[src/rtl/snoop_pkg.sv]
// Shared definitions for the three-processor MSI snooping bus: message and
// cache-state encodings, arbiter FSM states and a lowest-index helper.
package snoop_pkg;

  localparam int NPROC = 3;

  typedef enum logic [1:0] {
    INVALIDAR      = 2'b00,
    MSG_READ_MISS  = 2'b01,
    MSG_WRITE_MISS = 2'b10,
    SEM_MENSAGEM   = 2'b11
  } msg_t;

  typedef enum logic [1:0] {
    INVALIDO      = 2'b00,
    MODIFICADO    = 2'b01,
    COMPARTILHADO = 2'b10
  } msi_t;

  typedef enum logic [2:0] {
    ST_IDLE,
    ST_BCAST,
    ST_SNOOP,
    ST_WB_VICT,
    ST_WB_SNOOP,
    ST_MEM,
    ST_DONE
  } state_t;

  function automatic logic [1:0] lowest_idx3(input logic [NPROC-1:0] v);
    if (v[0])      return 2'd0;
    else if (v[1]) return 2'd1;
    else if (v[2]) return 2'd2;
    else           return 2'd0;
  endfunction

endpackage

[src/rtl/snoop_bus_arbiter_if.sv]
// Processor-side request/broadcast signals plus the memory command port of
// the snooping bus arbiter.
interface snoop_bus_arbiter_if;
  import snoop_pkg::*;

  logic [NPROC-1:0]   req;
  logic [2*NPROC-1:0] msg;
  logic [3*NPROC-1:0] addr;
  logic [NPROC-1:0]   victim_wb;
  logic [NPROC-1:0]   snoop_wb;

  logic [NPROC-1:0]   grant;
  logic               bus_valid;
  logic [1:0]         bus_msg;
  logic [2:0]         bus_addr;
  logic               wb_strobe;
  logic [1:0]         wb_src;
  logic               mem_read;
  logic [2:0]         mem_addr;
  logic [NPROC-1:0]   done;

  modport master (
    input  req, msg, addr, victim_wb, snoop_wb,
    output grant, bus_valid, bus_msg, bus_addr, wb_strobe, wb_src,
           mem_read, mem_addr, done
  );

  modport slave (
    output req, msg, addr, victim_wb, snoop_wb,
    input  grant, bus_valid, bus_msg, bus_addr, wb_strobe, wb_src,
           mem_read, mem_addr, done
  );

endinterface

[src/rtl/snoop_bus_arbiter_rr_pick3.sv]
// Combinational round-robin selector: first requester at or after rr_i,
// wrapping 0->1->2->0.
module rr_pick3
  import snoop_pkg::*;
(
  input  logic [NPROC-1:0] req_i,
  input  logic [1:0]       rr_i,
  output logic [NPROC-1:0] win_oh_o,
  output logic [1:0]       win_idx_o,
  output logic             any_o
);

  logic [1:0]       cand [NPROC];
  logic [NPROC-1:0] hit;

  // cand[gi] is the processor examined gi places after the pointer
  for (genvar gi = 0; gi < NPROC; gi++) begin : g_cand
    logic [2:0] sum;
    assign sum      = {1'b0, rr_i} + 3'(gi);
    assign cand[gi] = (sum >= 3'd3) ? 2'(sum - 3'd3) : sum[1:0];
    assign hit[gi]  = req_i[cand[gi]];
  end

  assign win_idx_o = hit[0] ? cand[0] : (hit[1] ? cand[1] : cand[2]);
  assign any_o     = |req_i;
  assign win_oh_o  = any_o ? (3'b001 << win_idx_o) : '0;

endmodule

[src/rtl/snoop_bus_arbiter.sv]
// Round-robin owner selection and transaction sequencing for the snooping
// bus: broadcast, snoop window, victim/snoop write-backs, memory read, done.
module snoop_bus_arbiter
  import snoop_pkg::*;
#(
  parameter int SNOOP_CYC = 2,
  parameter int MEM_LAT   = 4
) (
  input logic                 clock,
  input logic                 reset,
  snoop_bus_arbiter_if.master bus
);

  localparam int CNT_W = 8;

  state_t           state_q;
  logic [1:0]       rr_q;
  logic [1:0]       own_idx_q;
  logic [NPROC-1:0] own_oh_q;
  msg_t             msg_q;
  logic [2:0]       addr_q;
  logic             vict_q;
  logic [NPROC-1:0] snp_acc_q;
  logic [CNT_W-1:0] cnt_q;

  logic [NPROC-1:0] grant_q;
  logic             bus_valid_q;
  logic [1:0]       bus_msg_q;
  logic [2:0]       bus_addr_q;
  logic             wb_strobe_q;
  logic [1:0]       wb_src_q;
  logic             mem_read_q;
  logic [NPROC-1:0] done_q;

  logic [NPROC-1:0] pick_oh;
  logic [1:0]       pick_idx;
  logic             pick_any;
  logic [1:0]       pick_msg;
  logic [2:0]       pick_addr;
  logic [NPROC-1:0] snp_acc_d;
  logic             rw_txn;
  state_t           after_snoop, after_vict, after_snp;

  rr_pick3 u_pick (
    .req_i     (bus.req),
    .rr_i      (rr_q),
    .win_oh_o  (pick_oh),
    .win_idx_o (pick_idx),
    .any_o     (pick_any)
  );

  always_comb begin
    pick_msg  = bus.msg[1:0];
    pick_addr = bus.addr[2:0];
    case (pick_idx)
      2'd1: begin pick_msg = bus.msg[3:2]; pick_addr = bus.addr[5:3]; end
      2'd2: begin pick_msg = bus.msg[5:4]; pick_addr = bus.addr[8:6]; end
      default: ;
    endcase
  end

  // Only read/write misses move data; invalidations drop write-back requests
  assign rw_txn    = (msg_q == MSG_READ_MISS) || (msg_q == MSG_WRITE_MISS);
  assign snp_acc_d = snp_acc_q | (bus.snoop_wb & ~own_oh_q);

  always_comb begin
    after_snp   = (msg_q == MSG_READ_MISS) ? ST_MEM : ST_DONE;
    after_vict  = (rw_txn && (|snp_acc_q)) ? ST_WB_SNOOP : after_snp;
    after_snoop = (rw_txn && vict_q) ? ST_WB_VICT :
                  ((rw_txn && (|snp_acc_d)) ? ST_WB_SNOOP : after_snp);
  end

  always_ff @(posedge clock or posedge reset) begin
    if (reset) begin
      state_q     <= ST_IDLE;
      rr_q        <= '0;
      own_idx_q   <= '0;
      own_oh_q    <= '0;
      msg_q       <= INVALIDAR;
      addr_q      <= '0;
      vict_q      <= 1'b0;
      snp_acc_q   <= '0;
      cnt_q       <= '0;
      grant_q     <= '0;
      bus_valid_q <= 1'b0;
      bus_msg_q   <= '0;
      bus_addr_q  <= '0;
      wb_strobe_q <= 1'b0;
      wb_src_q    <= '0;
      mem_read_q  <= 1'b0;
      done_q      <= '0;
    end else begin
      bus_valid_q <= 1'b0;
      wb_strobe_q <= 1'b0;
      wb_src_q    <= '0;
      mem_read_q  <= 1'b0;
      done_q      <= '0;
      case (state_q)
        ST_IDLE: begin
          grant_q <= '0;
          if (pick_any) begin
            own_idx_q <= pick_idx;
            own_oh_q  <= pick_oh;
            msg_q     <= msg_t'(pick_msg);
            addr_q    <= pick_addr;
            vict_q    <= bus.victim_wb[pick_idx];
            snp_acc_q <= '0;
            rr_q      <= (pick_idx == 2'd2) ? 2'd0 : 2'(pick_idx + 2'd1);
            state_q   <= ST_BCAST;
          end
        end
        ST_BCAST: begin
          grant_q     <= own_oh_q;
          bus_valid_q <= 1'b1;
          bus_msg_q   <= msg_q;
          bus_addr_q  <= addr_q;
          cnt_q       <= CNT_W'(SNOOP_CYC - 1);
          state_q     <= (msg_q == SEM_MENSAGEM) ? ST_DONE : ST_SNOOP;
        end
        ST_SNOOP: begin
          snp_acc_q <= snp_acc_d;
          if (cnt_q == '0) begin
            cnt_q   <= CNT_W'(MEM_LAT - 1);
            state_q <= after_snoop;
          end else begin
            cnt_q <= cnt_q - 1'b1;
          end
        end
        ST_WB_VICT: begin
          wb_strobe_q <= 1'b1;
          wb_src_q    <= own_idx_q;
          state_q     <= after_vict;
        end
        ST_WB_SNOOP: begin
          wb_strobe_q <= 1'b1;
          wb_src_q    <= lowest_idx3(snp_acc_q);
          state_q     <= after_snp;
        end
        ST_MEM: begin
          mem_read_q <= 1'b1;
          if (cnt_q == '0) state_q <= ST_DONE;
          else             cnt_q   <= cnt_q - 1'b1;
        end
        ST_DONE: begin
          done_q  <= own_oh_q;
          state_q <= ST_IDLE;
        end
        default: state_q <= ST_IDLE;
      endcase
    end
  end

  assign bus.grant     = grant_q;
  assign bus.bus_valid = bus_valid_q;
  assign bus.bus_msg   = bus_msg_q;
  assign bus.bus_addr  = bus_addr_q;
  assign bus.wb_strobe = wb_strobe_q;
  assign bus.wb_src    = wb_src_q;
  assign bus.mem_read  = mem_read_q;
  assign bus.mem_addr  = mem_read_q ? bus_addr_q : 3'b000;
  assign bus.done      = done_q;

endmodule

[src/flat_wrapper.sv]
// flat-port wrapper written by rule: the top's interface ports become plain ports
module snoop_bus_arbiter_flat import snoop_pkg::*;
#(
  parameter int SNOOP_CYC = 2,
  parameter int MEM_LAT   = 4
)
  (clock, reset, bus_req, bus_msg, bus_addr, bus_victim_wb, bus_snoop_wb, bus_grant, bus_bus_valid, bus_bus_msg, bus_bus_addr, bus_wb_strobe, bus_wb_src, bus_mem_read, bus_mem_addr, bus_done);
  snoop_bus_arbiter_if bus_i ();
  input logic clock;
  input logic reset;
  input wire logic [$bits(bus_i.req)-1:0] bus_req;
  input wire logic [$bits(bus_i.msg)-1:0] bus_msg;
  input wire logic [$bits(bus_i.addr)-1:0] bus_addr;
  input wire logic [$bits(bus_i.victim_wb)-1:0] bus_victim_wb;
  input wire logic [$bits(bus_i.snoop_wb)-1:0] bus_snoop_wb;
  output wire logic [$bits(bus_i.grant)-1:0] bus_grant;
  output wire logic [$bits(bus_i.bus_valid)-1:0] bus_bus_valid;
  output wire logic [$bits(bus_i.bus_msg)-1:0] bus_bus_msg;
  output wire logic [$bits(bus_i.bus_addr)-1:0] bus_bus_addr;
  output wire logic [$bits(bus_i.wb_strobe)-1:0] bus_wb_strobe;
  output wire logic [$bits(bus_i.wb_src)-1:0] bus_wb_src;
  output wire logic [$bits(bus_i.mem_read)-1:0] bus_mem_read;
  output wire logic [$bits(bus_i.mem_addr)-1:0] bus_mem_addr;
  output wire logic [$bits(bus_i.done)-1:0] bus_done;
  assign bus_i.req = bus_req;
  assign bus_i.msg = bus_msg;
  assign bus_i.addr = bus_addr;
  assign bus_i.victim_wb = bus_victim_wb;
  assign bus_i.snoop_wb = bus_snoop_wb;
  assign bus_grant = bus_i.grant;
  assign bus_bus_valid = bus_i.bus_valid;
  assign bus_bus_msg = bus_i.bus_msg;
  assign bus_bus_addr = bus_i.bus_addr;
  assign bus_wb_strobe = bus_i.wb_strobe;
  assign bus_wb_src = bus_i.wb_src;
  assign bus_mem_read = bus_i.mem_read;
  assign bus_mem_addr = bus_i.mem_addr;
  assign bus_done = bus_i.done;
  snoop_bus_arbiter #(.SNOOP_CYC(SNOOP_CYC), .MEM_LAT(MEM_LAT)) u_core (.clock(clock), .reset(reset), .bus(bus_i));
endmodule
[config.mk]
export PLATFORM = sky130hd
export DESIGN_NAME = snoop_bus_arbiter_flat
export DESIGN_NICKNAME = d
export VERILOG_FILES = /design/src/rtl/snoop_pkg.sv /design/src/rtl/snoop_bus_arbiter_if.sv /design/src/rtl/snoop_bus_arbiter_rr_pick3.sv /design/src/rtl/snoop_bus_arbiter.sv /design/src/flat_wrapper.sv
export SDC_FILE = /design/constraint.sdc
export NUM_CORES = 1
export LEC_CHECK = 0
export ABC_AREA = 1
export CORE_MARGIN = 2
export CORE_UTILIZATION = 35
export CTS_CLUSTER_DIAMETER = 80
export DETAILED_ROUTE_END_ITERATION = 7
export PLACE_DENSITY = 0.61
export SLEW_MARGIN = 30
export SYNTH_ARGS = -nofsm -noshare
export SYNTH_HDL_FRONTEND = slang
export SYNTH_SLANG_ARGS = --single-unit
[constraint.sdc]
create_clock -name clock -period 2.1 [get_ports clock]
set_input_delay 0.315 -clock clock [delete_from_list [all_inputs] [get_ports clock]]
set_output_delay 0.315 -clock clock [all_outputs]
set_load 0.1 [all_outputs]
; ---- Word level (Yosys, flattened, before mapping)
; Index checks and enable logic that the tools add are counted.
[word_totals]
register_bits = 43
[classes]
reduce_logical = 17
mux = 38
shifts = 1
n_eq_ne = 15
bitwise = 3
n_lt_le_gt_ge = 6
addsub = 7
[op_table]
columns = cell, n
row1 = $mux W3, 10
row2 = $pmux W8 S3, 1
row3 = $mux W2, 10
row4 = $pmux W3 S2, 3
row5 = $pmux W3 S6, 1
row6 = $mux W8, 2
row7 = $eq A3 B3 Y1 const B, 3
row8 = $lt A2 B3 Y1 const B, 3
row9 = $reduce_or A3 Y1, 3
row10 = $logic_not A8 Y1, 1
row11 = $pmux W2 S2, 2
row12 = $sub A8 B1 Y8 const B, 1
row13 = $bmux W1 S2, 3
row14 = $eq A2 B2 Y1 const B, 3
row15 = $eq A3 B2 Y1 const B, 2
row16 = $ge A3 B2 Y1 const B, 2
row17 = $mux W1, 6
row18 = $ne A2 B1 Y1 const B, 3
row19 = $reduce_and A2 Y1, 3
row20 = $sub A2 B2 Y2 const B, 3
row21 = $eq A2 B1 Y1 const B, 2
row22 = $reduce_bool A2 Y1, 2
row23 = $add A2 B1 Y3 const B, 1
row24 = $add A2 B2 Y3 const B, 1
row25 = 14 further kinds, 16

; ---- Logic depth before layout (Yosys ltp)
; Gate-level depths: netlist of the first run.
[logic_depth]
ltp_word = 9
mapped_depth = 14
mapped_depth_nobuf = 14

; ---- By module
; A second synthesis of the first run with hierarchy kept.
[unflattened]
cells_unflattened = 297
hier_area_um2 = 2342.2
[modules_own_cells]
columns = mod, cells_per_inst, instances, seq_area_each_um2, area_each_um2
row1 = snoop_bus_arbiter, 255, 1, 1076.0, 2132.0
row2 = rr_pick3, 42, 1, 0.0, 210.2

; ---- Worst setup path before layout of the first run
; No wires, ideal clock.
[synth_path]
path_type = register to register
from = register u_core.own_oh_q[0] (netlist name)
to = register u_core.addr_q[0]
setup_slack_ns = -0.026
arrival_ns = 2.000
stages_incl_launch_ff = 13
period_less_slack_ns = 2.126
n_path_buf = 0
cell_sequence = dfrtp_1 inv_1 ha_1 inv_1 nand3_1 nand2_1 nand2_1 a21oi_1 inv_1 ha_1 a22o_1 o21ai_0 o22ai_1
[synth_rtl]
columns = element, line_no
row1 = to (signal assigned), snoop_bus_arbiter.sv:105  ; addr_q <= pick_addr;
row2 = to (decl), snoop_bus_arbiter.sv:21  ; logic [2:0] addr_q;

; ---- Worst setup path after layout of the first run
[layout_path]
from = register u_core.rr_q[1]
to = register u_core.addr_q[1]
[layout_via]
elab_chain_len = 9
word_cells_on_any_way = 20
[layout_lines]
columns = element, line_no
row1 = from (decl), snoop_bus_arbiter.sv:17  ; logic [1:0] rr_q;
row2 = from (signal assigned), snoop_bus_arbiter.sv:108  ; rr_q <= (pick_idx == 2'd2) ? 2'd0 : 2'(pick_idx + 2'd1);
row3 = $add A2 B1 Y3, snoop_bus_arbiter_rr_pick3.sv:19  ; assign sum = {1'b0, rr_i} + 3'(gi);
row4 = $ge A3 B2 Y1 or $sub A2 B2 Y2 (tied branches), snoop_bus_arbiter_rr_pick3.sv:20  ; assign cand[gi] = (sum >= 3'd3) ? 2'(sum - 3'd3) : sum[1:0];
row5 = $mux W2, snoop_bus_arbiter_rr_pick3.sv:20
row6 = $bmux W1 S2, snoop_bus_arbiter_rr_pick3.sv:21  ; assign hit[gi] = req_i[cand[gi]];
row7 = $mux W1 (not written as such), snoop_bus_arbiter_rr_pick3.sv:21
row8 = $mux W2, snoop_bus_arbiter_rr_pick3.sv:24  ; assign win_idx_o = hit[0] ? cand[0] : (hit[1] ? cand[1] : cand[2]);
row9 = $mux W2 (*), snoop_bus_arbiter_rr_pick3.sv:24
row10 = named net u_core.pick_idx[1], snoop_bus_arbiter.sv:36  ; logic [1:0] pick_idx;
row11 = $eq A2 B2 Y1 or $eq A2 B1 Y1 (tied branches), snoop_bus_arbiter.sv:55  ; case (pick_idx)
row12 = $pmux W3 S2 (*), snoop_bus_arbiter.sv:55
; Mark *: on every way through the listed nets, which the timed path passes. The rest lies on a longest branch. The select of a mux whose other input is x is not followed.
; A chain may end at the register's enable or synchronous reset.

==> out/results.ini, run 1 <==
[clocking]
cts_buffer_depth = 2
cts_sinks = 42
clk_pin_slew_ns = 0.08
cts-root-buf = clkbuf_8
cts-hold-fix-buffers = 0
numCtsBuffers = 5
cts_tree = built
clock_latency_ns = 0.29
h-tree-depth = 2

[synthesis]
netlist.area_leader.share_pct = 45.9
synth_flop_cell = dfrtp_1
synth_edf_count = 0
synthTopCellsByArea = dfrtp_1 46%, nand2_1 11%, inv_1 8.0%, o21ai_0 5.9%, ha_1 5.5%
ys_seq_elements = 42
yosys.cell_count.top_type = nand2_1
yosysSeqAreaShare_pct = 45.9
netlist.top_cell.by_area = dfrtp_1
async_reset_ff_share_pct = 100
syn_nets = 323
synth.cells.most_frequent = 68 x nand2_1, 49 x inv_1, 42 x dfrtp_1
avgSynthCellArea_sq_um = 7.98
yosysWarnings = 0
synth.distinct_cells = 27
syn-cell-area_sq_um = 2290
syn_inst = 287

[global_route]
antenna_found_initial = 0
grt_pass1_vias = 1921
grt_util_met1_pct = 18.6
grt_max_degree = 43
use_met2_pct = 26.2
overflow = 0
grt_pass1_wl_mm = 8.58
gr-usage-all-layers_pct = 14.9
busiest_layer = met2
gr-usage-met3_pct = 3.02

[placed_design]
dp_cells = 417
io_buffers = 44
gp_congestion = 0.813
post-dp-hpwl_mm = 3.89

[timing]
rsz0062_at_grt = yes
hold-worst-slack_ns = 0.451
drv_slew = 0
tightest_slew_ns = 0.529
report.final.setup_viol = 0
finalCritPeriodShare_pct = 94.2
slew-limit-headroom_pct = 64.7
fin_setup_tns_ns = 0
min_period_ns = 1.98
skew_ns = 0.00410
max_freq_mhz = 506
hold_viol_final = 0

[flow_run]
cap_violations = 0

[layout]
syn_to_final_growth_pct = 34.6
drive_gt1_share_pct = 20.8
fin_cells = 428
nets = 386
antennaDiodeCount = 0
final_core_util_pct = 48.5

[routing]
wl_per_cell_um = 12.2
wl_mm = 5.22
vias = 2046
vias_per_cell = 4.78
dr.pass1.iters = 4
drt-initial-drc-count = 86
antenna_left = 0
post-route-drc-count = 0

[floorplan]
core_area_sq_um = 6350
die_w_um = 84.9
floorplan.die_area_sq_um = 7200
io_pins = 45
initial_core_util_pct = 36.1
dieHeight_um = 84.9
rows = 29

[worst_hold_path]
hold_path_class = input port to asynchronous set/reset pin

[setup_path]
start_kind = flip-flop
arrival_ns = 2.14
path_max_fanout = 6
end_kind = flip-flop
path_class = flip-flop to flip-flop
cp.required_ns = 2.26

[status]
status = finished, final reports clean

flip-flops by register name (all words and copies together), names as in the netlist:
signal / flops
u_core.addr_q: 3
u_core.bus.bus_addr: 3
u_core.bus.bus_msg: 2
u_core.bus.bus_valid: 1
u_core.bus.done: 3
u_core.bus.grant: 3
u_core.bus.mem_read: 1
u_core.bus.wb_src: 2
u_core.bus.wb_strobe: 1
u_core.cnt_q: 8
u_core.msg_q: 2
u_core.own_idx_q: 2
u_core.own_oh_q: 3
u_core.rr_q: 1
u_core.snp_acc_q: 3
u_core.state_q: 3
u_core.vict_q: 1
logic make-up (layout without fill, tap and decap cells):
group,Yosys count,in the layout,synth area share (%)
flops,42,42,45.9
fa+ha+maj,10,10,5.46
xor+xnor,3,3,1.15
compound gates,55,55,13.9
simple gates,122,122,24.2
buf+inv,55,119,9.40
worst paths after layout:
| kind | from | endpoint | cells past startpoint | slack [ns] |
|---|---|---|---|---|
| worst max-delay path | u_core.rr_q[1] | u_core.addr_q[1] | 12 | 0.12 |
| worst min-delay path | reset | u_core.bus.grant[2] | 3 | 0.45 |
| worst max register to register | u_core.rr_q[1] | u_core.addr_q[1] | 12 | 0.12 |
| worst min register to register | u_core.cnt_q[0] | u_core.cnt_q[0] | 1 | 0.49 |
| max in group asynchronous | reset | u_core.rr_q[1] | 3 | 1.28 |
| min in group clock | u_core.cnt_q[0] | u_core.cnt_q[0] | 1 | 0.49 |
per-stage QoR:
step	worst slack [ns]	cell area, sq um
4_1_cts	0.0103	3000
3_3_place_gp	-0.0932	2860
3_5_place_dp	-0.138	2860
2_1_floorplan	0.0453	2290
6_report	0.122	3080
5_1_grt	-0.0293	3080
final cells by class:
type	instances	area, sq um
inverter	51	201
clock buffer	5	68.8
clock inverter	3	40.0
fill	628	3270
multi-input combinational	190	1110
timing repair buffer	60	513
tap	77	96.3
sequential	42	1050
cell usage in the layout, fill, tap and decap left out, drive strengths merged:
master          n
o32ai           2
nand4           1
o22ai           8
a221oi          1
a22o            5
nor2           25
dfrtp          42
buf            35
o21ai          27
clkbuf          5
xnor2           2
xor2            1
clkinv          2
nand2          70
a21oi          11
nand3          23
clkdlybuf4s50  25
nor3            3
inv            51
ha             10
bufinv          1
o2111ai         1
layer usage:
layer,wire [um],vias to the layer above,share of wire [%]
met5,0,-,0
met4,61,0,1.2
met3,201,5,3.9
met2,2630,36,50
met1,2320,958,44
li1,-,1047,-
timing repair:
action,CTS,global route
endpoints found under the setup margin,5,7
resized for setup,5,26
endpoints found under the hold margin,0,0
pin swaps,1,7
setup buffers,2,1
worst max-delay path, cell delays in order, from the launching register on:
cell and delay (ns):
dfrtp_1 0.43, inv_2 0.09, ha_4 0.16, buf_4 0.11, nand3_2 0.07, nand2_1 0.06, nand2_1 0.06, a21oi_2 0.17
inv_2 0.07, ha_4 0.18, a22o_1 0.20, o21ai_0 0.15, o22ai_1 0.08
Power of run 1 is left out: the tool's default activity adds up to more than one toggle a clock period on the data nets, which glitch-free logic cannot reach.
==> inputs of run 2 (changes only) <==
--- a/config.mk
+++ b/config.mk
@@ -11,6 +11,7 @@
 export CTS_CLUSTER_DIAMETER = 80
 export DETAILED_ROUTE_END_ITERATION = 7
 export PLACE_DENSITY = 0.61
+export SETUP_SLACK_MARGIN = 0.5
 export SLEW_MARGIN = 30
 export SYNTH_ARGS = -nofsm -noshare
 export SYNTH_HDL_FRONTEND = slang
==> run 2 against run 1 <==
  * Worst setup slack got worse by 0.021 ns
  * Via count rose by 2.4%
  * Largest cell class unchanged
  * Non-clock buffer count rose by 8
  * Flip-flop and latch count did not move
  * Cell count rose by 2.1%
==> out/results.ini, run 2 (synthesis gave the netlist of run 1 again) <==
[global_route]
grt_max_degree = 43
antenna_found_initial = 0
gr-usage-all-layers_pct = 14.9
grt_pass1_wl_mm = 8.64
grt_pass1_vias = 1926
overflow = 0

[layout]
syn_to_final_growth_pct = 42.2
register_area_sq_um = 1060
fillCellCount = 595
largest_reg_flops = 8
regMostFlops = u_core.cnt_q
antennaDiodeCount = 0
drive_gt1_share_pct = 31.4
nets = 395
final_common_cell = nand2_1
final_cell_mix = 60 x nand2_1, 41 x buf_4, 36 x dfrtp_1
multi_input_area_sq_um = 1200
fin_area_sq_um = 3260

[timing]
min_period_ns = 2.00
rsz0062_at_grt = yes
drv_slew = 0
finalCritPeriodShare_pct = 95.2
hold-worst-slack_ns = 0.445
tightest_slew_ns = 0.517
finalWorstSetupSlack_ns = 0.101
max_freq_mhz = 500
skew_ns = 0.00818
hold_viol_final = 0
slew-limit-headroom_pct = 65.5
report.final.setup_viol = 0

[setup_path]
r2r_start = u_core.rr_q[1]
path_max_fanout = 7
cp_top_family = compound AO/OA/AOI/OAI gates
arrival_ns = 2.17
start_kind = flip-flop
path_class = flip-flop to flip-flop
cpPeakStageDelay_ns = 0.43
cp_num_buf_inv = 3
cpMaxStageDelayCell = dfrtp_1
end_kind = flip-flop
cp.required_ns = 2.27
crit_path_start = u_core.rr_q[1]
crit_chain = inv_2 > ha_4 > inv_4 > nand2_1 > nand2_1 > a21oi_2 > nand2_2 > nand2_4 > inv_4 > ha_4 > a22o_1 > o21ai_1 > o22ai_1

[clocking]
cts_tree = built
clock_latency_ns = 0.29
cts_buffer_depth = 2
cts_sinks = 42
numCtsBuffers = 5
cts-root-buf = clkbuf_8
h-tree-depth = 2
clk_pin_slew_ns = 0.09

[floorplan]
die_w_um = 84.9
initial_core_util_pct = 36.1
rows = 29
core_area_sq_um = 6350
io_pins = 45
dieHeight_um = 84.9
floorplan.die_area_sq_um = 7200

[routing]
wl_per_cell_um = 12.6
antenna_left = 0
wl_mm = 5.51
post-route-drc-count = 0
dr.pass1.iters = 4
vias = 2096
drt-initial-drc-count = 69
vias_per_cell = 4.80

[placed_design]
gp_congestion = 0.870
io_buffers = 44
post-dp-hpwl_mm = 3.88
place_ws_ns = -0.0362
post_dp_cell_area_sq_um = 2890

[flow_run]
cap_violations = 0

[worst_hold_path]
hold_path_class = input port to asynchronous set/reset pin

[status]
status = finished, final reports clean

[run 2: changes by cell type in the layout (fill, tap and decap cells not counted), moves of 4 or more]
cell	before	now
inv_1	41	34
buf_4	35	41
dfrtp_1	42	36
dfrtp_2	0	6
nand2_1	64	60
o21ai_0	23	19
o21ai_2	0	4
[run 2: final timing paths]
path / endpoint / slack (ns) / cells after the start
setup reg to reg: u_core.addr_q[0] / 0.10 / 13
min in group clock: u_core.own_idx_q[0] / 0.49 / 2
max in group asynchronous: u_core.state_q[1] / 1.27 / 3
hold / removal: u_core.bus.grant[1] / 0.45 / 3
hold reg to reg: u_core.own_idx_q[0] / 0.49 / 2
setup / recovery: u_core.addr_q[0] / 0.10 / 13
[run 2: timing repair]
| item | 4_1_cts | 5_1_grt |
|---|---|---|
| hold buffers | 0 | 0 |
| endpoints found under the setup margin | 18 | 25 |
| pin swaps | 13 | 13 |
| setup buffers | 6 | 8 |
| gates cloned | 1 | 0 |
| resized for setup | 12 | 37 |
[run 2: layout make-up]
class / count / share of cell area, %
inverter: 51 / 6.61
tap: 77 / 2.96
clock buffer: 5 / 2.11
multi-input combinational: 191 / 36.8
sequential: 42 / 32.5
clock inverter: 3 / 1.34
timing repair buffer: 68 / 17.6
[run 2: through the flow]
stage           TNS, ns  utilization, %  cells
3_5_place_dp     -0.111            45.5    414
6_report              0            51.3    437
5_1_grt        -0.00532            51.3    437
2_1_floorplan         0               -    287
4_1_cts               0            48.7    429
3_3_place_gp    -0.0393            45.5    414
[run 2: worst reg2reg max path: stages (launching register included)]
cell	delay, ns
dfrtp_1	0.43
inv_2	0.09
ha_4	0.17
inv_4	0.06
nand2_1	0.05
nand2_1	0.06
a21oi_2	0.16
nand2_2	0.10
nand2_4	0.10
inv_4	0.05
ha_4	0.17
a22o_1	0.23
o21ai_1	0.14
o22ai_1	0.08
[run 2: routing by layer]
layer	track usage [%]	up-vias	wire length, um
li1	-	1069	-
met1	18.1	984	2400
met2	26.2	39	2820
met3	2.92	4	225
met4	5.19	0	70
met5	0	-	0
Power of run 2 is left out for the same reason.
